[src/rtl/switch_allocator.sv]
// switch_allocator
//
// Per-outport round-robin switch allocator. Each outport picks one requesting
// input buffer and reserves itself until that buffer reports that its packet
// has drained. For each outport the allocator holds a busy bit, the owning
// buffer index and a round-robin pointer. All outports arbitrate independently
// and in parallel.
//
// Ports
//   CLK             switch clock. All state changes on its rising edge.
//   nRST            asynchronous active-low reset.
//   req_switch      [NUM_BUFFERS]        buffer i requests an outport.
//   switch_outport  [NUM_BUFFERS][OPW]   outport requested by buffer i.
//   pkt_done        [NUM_BUFFERS]        buffer i read its tail flit (pulse).
//   switch_granted  [NUM_BUFFERS]        registered one-cycle grant pulse.
//   outport_busy    [NUM_OUTPORTS]       outport reserved. Also the crossbar enable.
//   xbar_sel        [NUM_OUTPORTS][SELW] owning buffer index. 0 while idle.

module switch_allocator #(
    parameter  int NUM_BUFFERS  = 4,
    parameter  int NUM_OUTPORTS = 4,
    localparam int SELW         = $clog2(NUM_BUFFERS),
    localparam int OPW          = $clog2(NUM_OUTPORTS)
) (
    input  logic                                    CLK,
    input  logic                                    nRST,
    input  logic [NUM_BUFFERS-1:0]                  req_switch,
    input  logic [NUM_BUFFERS-1:0][OPW-1:0]         switch_outport,
    input  logic [NUM_BUFFERS-1:0]                  pkt_done,
    output logic [NUM_BUFFERS-1:0]                  switch_granted,
    output logic [NUM_OUTPORTS-1:0]                 outport_busy,
    output logic [NUM_OUTPORTS-1:0][SELW-1:0]       xbar_sel
);

    logic [NUM_OUTPORTS-1:0]                  busy;
    logic [NUM_OUTPORTS-1:0][SELW-1:0]        owner;
    logic [NUM_OUTPORTS-1:0][SELW-1:0]        rr_ptr;

    logic [NUM_OUTPORTS-1:0][NUM_BUFFERS-1:0] cand;
    logic [NUM_OUTPORTS-1:0]                  owner_done;
    logic [NUM_OUTPORTS-1:0]                  port_free;
    logic [NUM_OUTPORTS-1:0]                  win_vld;
    logic [NUM_OUTPORTS-1:0][SELW-1:0]        win_idx;
    logic [NUM_OUTPORTS-1:0][SELW-1:0]        rr_nxt;
    logic [NUM_BUFFERS-1:0]                   grant_nxt;
    int                                       idx;

    always_comb begin
        cand       = '0;
        owner_done = '0;
        port_free  = '0;
        win_vld    = '0;
        win_idx    = '0;
        rr_nxt     = '0;
        grant_nxt  = '0;
        idx        = 0;
        for (int o = 0; o < NUM_OUTPORTS; o++) begin
            for (int i = 0; i < NUM_BUFFERS; i++) begin
                // A buffer still shows its request during its grant-pulse cycle,
                // so it is masked out for that one cycle.
                cand[o][i] = req_switch[i] && (switch_outport[i] == OPW'(o))
                             && !switch_granted[i];
                // pkt_done only counts when it comes from the current owner.
                if (busy[o] && (owner[o] == SELW'(i)) && pkt_done[i])
                    owner_done[o] = 1'b1;
            end
            port_free[o] = !busy[o] || owner_done[o];

            // Scan from rr_ptr with an explicit wrap, so a buffer count that
            // is not a power of two never produces an out-of-range index.
            for (int k = 0; k < NUM_BUFFERS; k++) begin
                idx = int'(rr_ptr[o]) + k;
                if (idx >= NUM_BUFFERS)
                    idx = idx - NUM_BUFFERS;
                if (!win_vld[o] && cand[o][idx]) begin
                    win_vld[o] = 1'b1;
                    win_idx[o] = SELW'(idx);
                end
            end

            if (win_idx[o] == SELW'(NUM_BUFFERS - 1))
                rr_nxt[o] = '0;
            else
                rr_nxt[o] = win_idx[o] + SELW'(1);

            if (port_free[o] && win_vld[o])
                grant_nxt[win_idx[o]] = 1'b1;
        end
    end

    always_ff @(posedge CLK or negedge nRST) begin
        if (!nRST) begin
            busy           <= '0;
            owner          <= '0;
            rr_ptr         <= '0;
            switch_granted <= '0;
        end else begin
            switch_granted <= grant_nxt;
            for (int o = 0; o < NUM_OUTPORTS; o++) begin
                if (port_free[o]) begin
                    if (win_vld[o]) begin
                        busy[o]   <= 1'b1;
                        owner[o]  <= win_idx[o];
                        rr_ptr[o] <= rr_nxt[o];
                    end else begin
                        busy[o]   <= 1'b0;
                        owner[o]  <= '0;
                    end
                end
            end
        end
    end

    assign outport_busy = busy;
    assign xbar_sel     = owner;

endmodule

[config.mk]
export PLATFORM = sky130hd
export DESIGN_NAME = switch_allocator
export DESIGN_NICKNAME = d
export VERILOG_FILES = /design/src/rtl/switch_allocator.sv
export SDC_FILE = /design/constraint.sdc
export NUM_CORES = 1
export LEC_CHECK = 0
export BUFFER_PORTS_ARGS = -buffer_cell sky130_fd_sc_hd__buf_2
export CORE_UTILIZATION = 40
export DETAILED_ROUTE_END_ITERATION = 7
export PLACE_DENSITY = 0.6
export SLEW_MARGIN = 20
export SYNTH_ARGS = -nofsm -noshare
export SYNTH_HDL_FRONTEND = slang
export SYNTH_SLANG_ARGS = --single-unit
[constraint.sdc]
create_clock -name CLK -period 4.3 [get_ports CLK]
set_input_delay 0.86 -clock CLK [delete_from_list [all_inputs] [get_ports CLK]]
set_output_delay 0.86 -clock CLK [all_outputs]
set_load 0.1 [all_outputs]
**Yosys cells after proc, flatten, opt, wreduce, memory -nomap -nowiden**

Cells that the tools add are included.

- Reductions and logical operators: 120
- Eq/ne operators: 28
- Bitwise operators: 3
- Magnitude comparators: 40
- Mux-type cells: 136
- $add $sub $neg: 32

Operator list:

| operator | number |
|---|---|
| 32-bit by 4-bit < comparator with 1-bit output, second input constant | 16 |
| 32-bit two-way mux | 16 |
| 1-bit logical AND | 84 |
| 1-bit two-way mux | 72 |
| 2-bit two-way mux | 24 |
| 3-bit by 3-bit subtractor with 4-bit output, second input constant | 12 |
| 2-bit == test, second input constant | 20 |
| 3-bit greater-or-equal comparator, second input constant | 12 |
| 1-bit binary-select mux with 2-bit select | 16 |
| 2-bit by 2-bit adder with 3-bit output, second input constant | 8 |
| 1-bit zero test | 20 |
| 2-bit by 1-bit == test with 1-bit output, second input constant | 8 |
| 2-bit zero test | 8 |
| 4-bit two-way mux | 4 |
| 2-bit by 3-bit subtractor with 4-bit output, second input constant | 4 |
| 2-bit by 1-bit adder with 3-bit output, second input constant | 4 |
| 2-bit by 3-bit greater-or-equal comparator with 1-bit output, second input constant | 4 |
| 2-bit by 3-bit < comparator with 1-bit output, second input constant | 4 |
| 4-bit bitwise OR | 3 |
| 2-bit by 1-bit adder with 2-bit output, second input constant | 4 |
| 1-bit demux with 2-bit select | 4 |
| 2-bit by 1-bit greater-or-equal comparator with 1-bit output, second input constant | 4 |
| 2-bit AND reduction | 4 |
| 1-bit logical OR | 4 |

- Bits in registers: 24
- Input bits: 18
- Word-level logic and storage cells: 372

**Longest topological paths before layout**

- Depth after elaboration: 27
- Mapped depth: 7
- Mapped depth without buffers: 7

**Worst setup path after synthesis**

No wires, ideal clock.

- Path kind: reg2reg
- Start point: reg switch_granted[2]
- End point: reg rr_ptr[1] (netlist bit)
- Clock period less this slack: 2.606 ns
- Library setup time: 0.125 ns
- Buffers on the path: 0
- Data arrival time: 2.482 ns
- Stages on the path, launching flop included: 7
- Slack: 1.694 ns
- Cell sequence: dfrtp_1 or4b_4 or3_1 o211ai_2 inv_1 ha_1 mux2_4

RTL lines:

| item | line | text |
|---|---|---|
| from (decl) | 30 | `output logic [NUM_BUFFERS-1:0] switch_granted,` |
| from (signal assigned) | 98 | `switch_granted <= grant_nxt;` |
| to (signal, indexed assignment) | 104 | `rr_ptr[o] <= rr_nxt[o];` |
| to (decl) | 37 | `logic [NUM_OUTPORTS-1:0][SELW-1:0] rr_ptr;` |

==> out/results.txt <==
Depth of the CTS H-tree: 1
RSZ-0062 raised after global routing: false
FF+latch count, synth: 24
Finished Layout Cells: 271
I/O Pins: 34
Sequential power share: 31.7%
Num CTS Buffers: 3
WL met3: 198 µm
Yosys cell types: 39
Critical Path Fanout Max: 5
Cell type with the largest total area after synthesis: dfrtp_1
Clk_skew: 0.003902 ns
GRT overflow: 0
Status: finished, violations left
Number of synthesis warnings: 0
Asr flop ratio synth: 100.0%
Synth area leaders: dfrtp_1 (31%), ha_1 (10%), mux2i_1 (4.7%), inv_1 (3.9%), and4bb_2 (3.3%)
DR DRC count: 3
PwrDens: 566.6 nW/µm²
Post_cts resized: 0
Cell area after synthesis: 1909 µm²
Delay-heaviest family, CP: simple AND/OR/NAND/NOR gates
Final GP Congestion: 0.7525
P&R area growth vs syn: 13.83%
Vias: 1601
Slew @ Worst Pin: 0.6912 ns
WL/cell: 16.77 µm
Combinational share of power: 57.3%
Vias in the first global route: 1383
Slew headroom: 53.92%
Clk pin slew, worst setup/hold paths: 0.08 ns
Die area: 5054 µm²
Starting Density: 42.67%
Post-synth EDFFs: 0
Crit end category: flop
Post-synth top area share: 31.45%
Worst hold path class: in -> async
Final Hold Vio Count: 0
Most frequent cells in the layout: buf_2 (33), dfrtp_1 (24), inv_1 (20)
Leading cell type in the layout, fill and taps excluded: buf_2
Layout cell share with drive strength beyond 1: 28.77%
Tmin final: 2.606 ns
Sequential fraction of the synthesis area: 31.45%
Cts hold-fix bufs: 0
Syn Area/Cell: 10.38 µm²
ANT cells: 0
FMAX: 383.7 MHz
Max Cap Viol: 0
Fillers: 426
Critical path launch point type: input pin
CTS tree: done
Highest metal used: met4
Clk buf depth: 2
Slew Limit Fails: 0
Placed Cells: 268
Crit path DAT: 2.76 ns
Leak: 0.001011 µW
Antenna violations before repair: 0
CP Class: in -> reg
Clock Root Buffer: clkbuf_8
Peak supply drop: 0.2351 mV
Most used flip-flop cell after synthesis: dfrtp_1
GRT Overall Usage: 18.76%
Failing checks: DRC
Iteration-0 DRC Markers: 118
Syn_nets: 218
First-pass GRT wire length: 7.210 mm
# Post-CTS Setup Buffers: 0
Total negative slack: 0 ns
Cell Chain, Critical Path: buf_2 -> nor4b_2 -> a211oi_1 -> o32ai_2 -> inv_1 -> ha_1 -> mux2_4
Core ar.: 4474 µm²
Sw power: 668.5 µW
Power share of the clock group: 11.0%
Internal cell power: 562.9 µW
WL final: 4.545 mm
Met2 WL: 2.146 mm
Chip Width: 71.09 µm
1st-pass router iterations: 8
Critical-path top delay cell: nor4b_2
Vias per inst: 5.908
HPWL after DPL: 3.579 mm
Port Buffers: 33
Met1 WL: 2.171 mm
Clock latency on the worst-skew pair: 0.27 ns
Final ANT Viol Nets: 0
CP required: 4.46 ns
Worst path bufs/invs: 2
Pin count of the biggest net entering global routing: 25
Cells after synthesis: 184
FP Rows: 24
Clock sinks: 24
Setup violations, final: 0
Switching power share of the total: 54.29%
Post-layout nets: 255
Die height: 71.09 µm
Fin crit share: 60.60%
Max incr delay on CP: 0.60 ns
[power by group through the flow]
stage	registers (µW)	clock network, µW	logic, µW
after detailed placement	393	0	706
after global routing	403	152	751
after CTS	389	140	710
after floorplan	668	0	292
after global placement	391	0	702
final	391	135	706
[path summary, 6_finish.rpt]
kind                                                   from                      end  slack, ns  cells after the start
max in group asynchronous                              nRST    rr_ptr[1]$_DFFE_PN0P_       3.36                      1
worst min register to register        rr_ptr[7]$_DFFE_PN0P_    rr_ptr[7]$_DFFE_PN0P_       0.61                      1
worst max-delay path                      switch_outport[2]    rr_ptr[1]$_DFFE_PN0P_       1.69                      7
min in group CLK                      rr_ptr[7]$_DFFE_PN0P_    rr_ptr[7]$_DFFE_PN0P_       0.61                      1
worst max register to register  switch_granted[1]$_DFF_PN0_    rr_ptr[1]$_DFFE_PN0P_       1.90                      6
worst min-delay path                                   nRST  xbar_sel[4]$_DFFE_PN0P_       0.57                      1
[area by class of cell]
type                            instances  area [µm²]  area share, %
Multi-Input combinational cell        139        1226          56.42
Clock buffer                            3       41.29          1.900
Timing Repair Buffer                   33       165.2          7.599
Tap cell                               52       65.06          2.994
Sequential cell                        24       600.6          27.63
Inverter                               20       75.07          3.454
[Yosys cell counts, types with 3 or more instances]
| cell type | instances |
|---|---|
| nor4b_2 | 3 |
| nand4_1 | 3 |
| and4b_1 | 3 |
| nor2_1 | 8 |
| o21ai_1 | 3 |
| mux2i_1 | 9 |
| ha_1 | 16 |
| o221ai_1 | 6 |
| inv_1 | 20 |
| and4bb_2 | 5 |
| a21oi_1 | 7 |
| and2_1 | 4 |
| nand2_1 | 7 |
| a22oi_2 | 3 |
| a211oi_1 | 4 |
| mux2_2 | 4 |
| mux2_4 | 3 |
| o2111ai_1 | 4 |
| nor2b_1 | 5 |
| nand4bb_1 | 5 |
| nand3_1 | 12 |
| dfrtp_1 | 24 |
| a22oi_1 | 4 |
[state kept, by name, summed over array words and instances, names as in the netlist]
| register | flops |
|---|---|
| outport_busy | 4 |
| rr_ptr | 8 |
| switch_granted | 4 |
| xbar_sel | 8 |
[layer usage]
layer / global-route usage (%) / up-vias
met3: 3.419 / 4
met5: 0 / -
met2: 28.63 / 45
met1: 27.73 / 775
met4: 4.000 / 0
li1: - / 777
[kinds of logic (layout without fill, tap and decap cells)]
group,after synthesis,after routing,synth area share (%)
compound gates,40,40,17.63
simple gates,66,66,26.08
flops,24,24,31.45
mux,17,17,10.03
buf+inv,21,56,4.325
fa+ha+maj,16,16,10.48
[stage by stage]
step                setup WS [ns]  total power (µW)  hold slack, ns  utilization (%)  cell area [µm²]
floorplan                   1.694             959.2          0.5314                -             1909
finish                      1.694              1231          0.5685            48.57             2173
global placement            1.393              1092          0.5647            47.65             2132
global route                1.607              1306          0.6136            48.57             2173
detailed placement          1.401              1099          0.5843            47.65             2132
CTS                         1.683              1239          0.5912            48.57             2173
No activity file was read; power rests on OpenSTA's default activity.
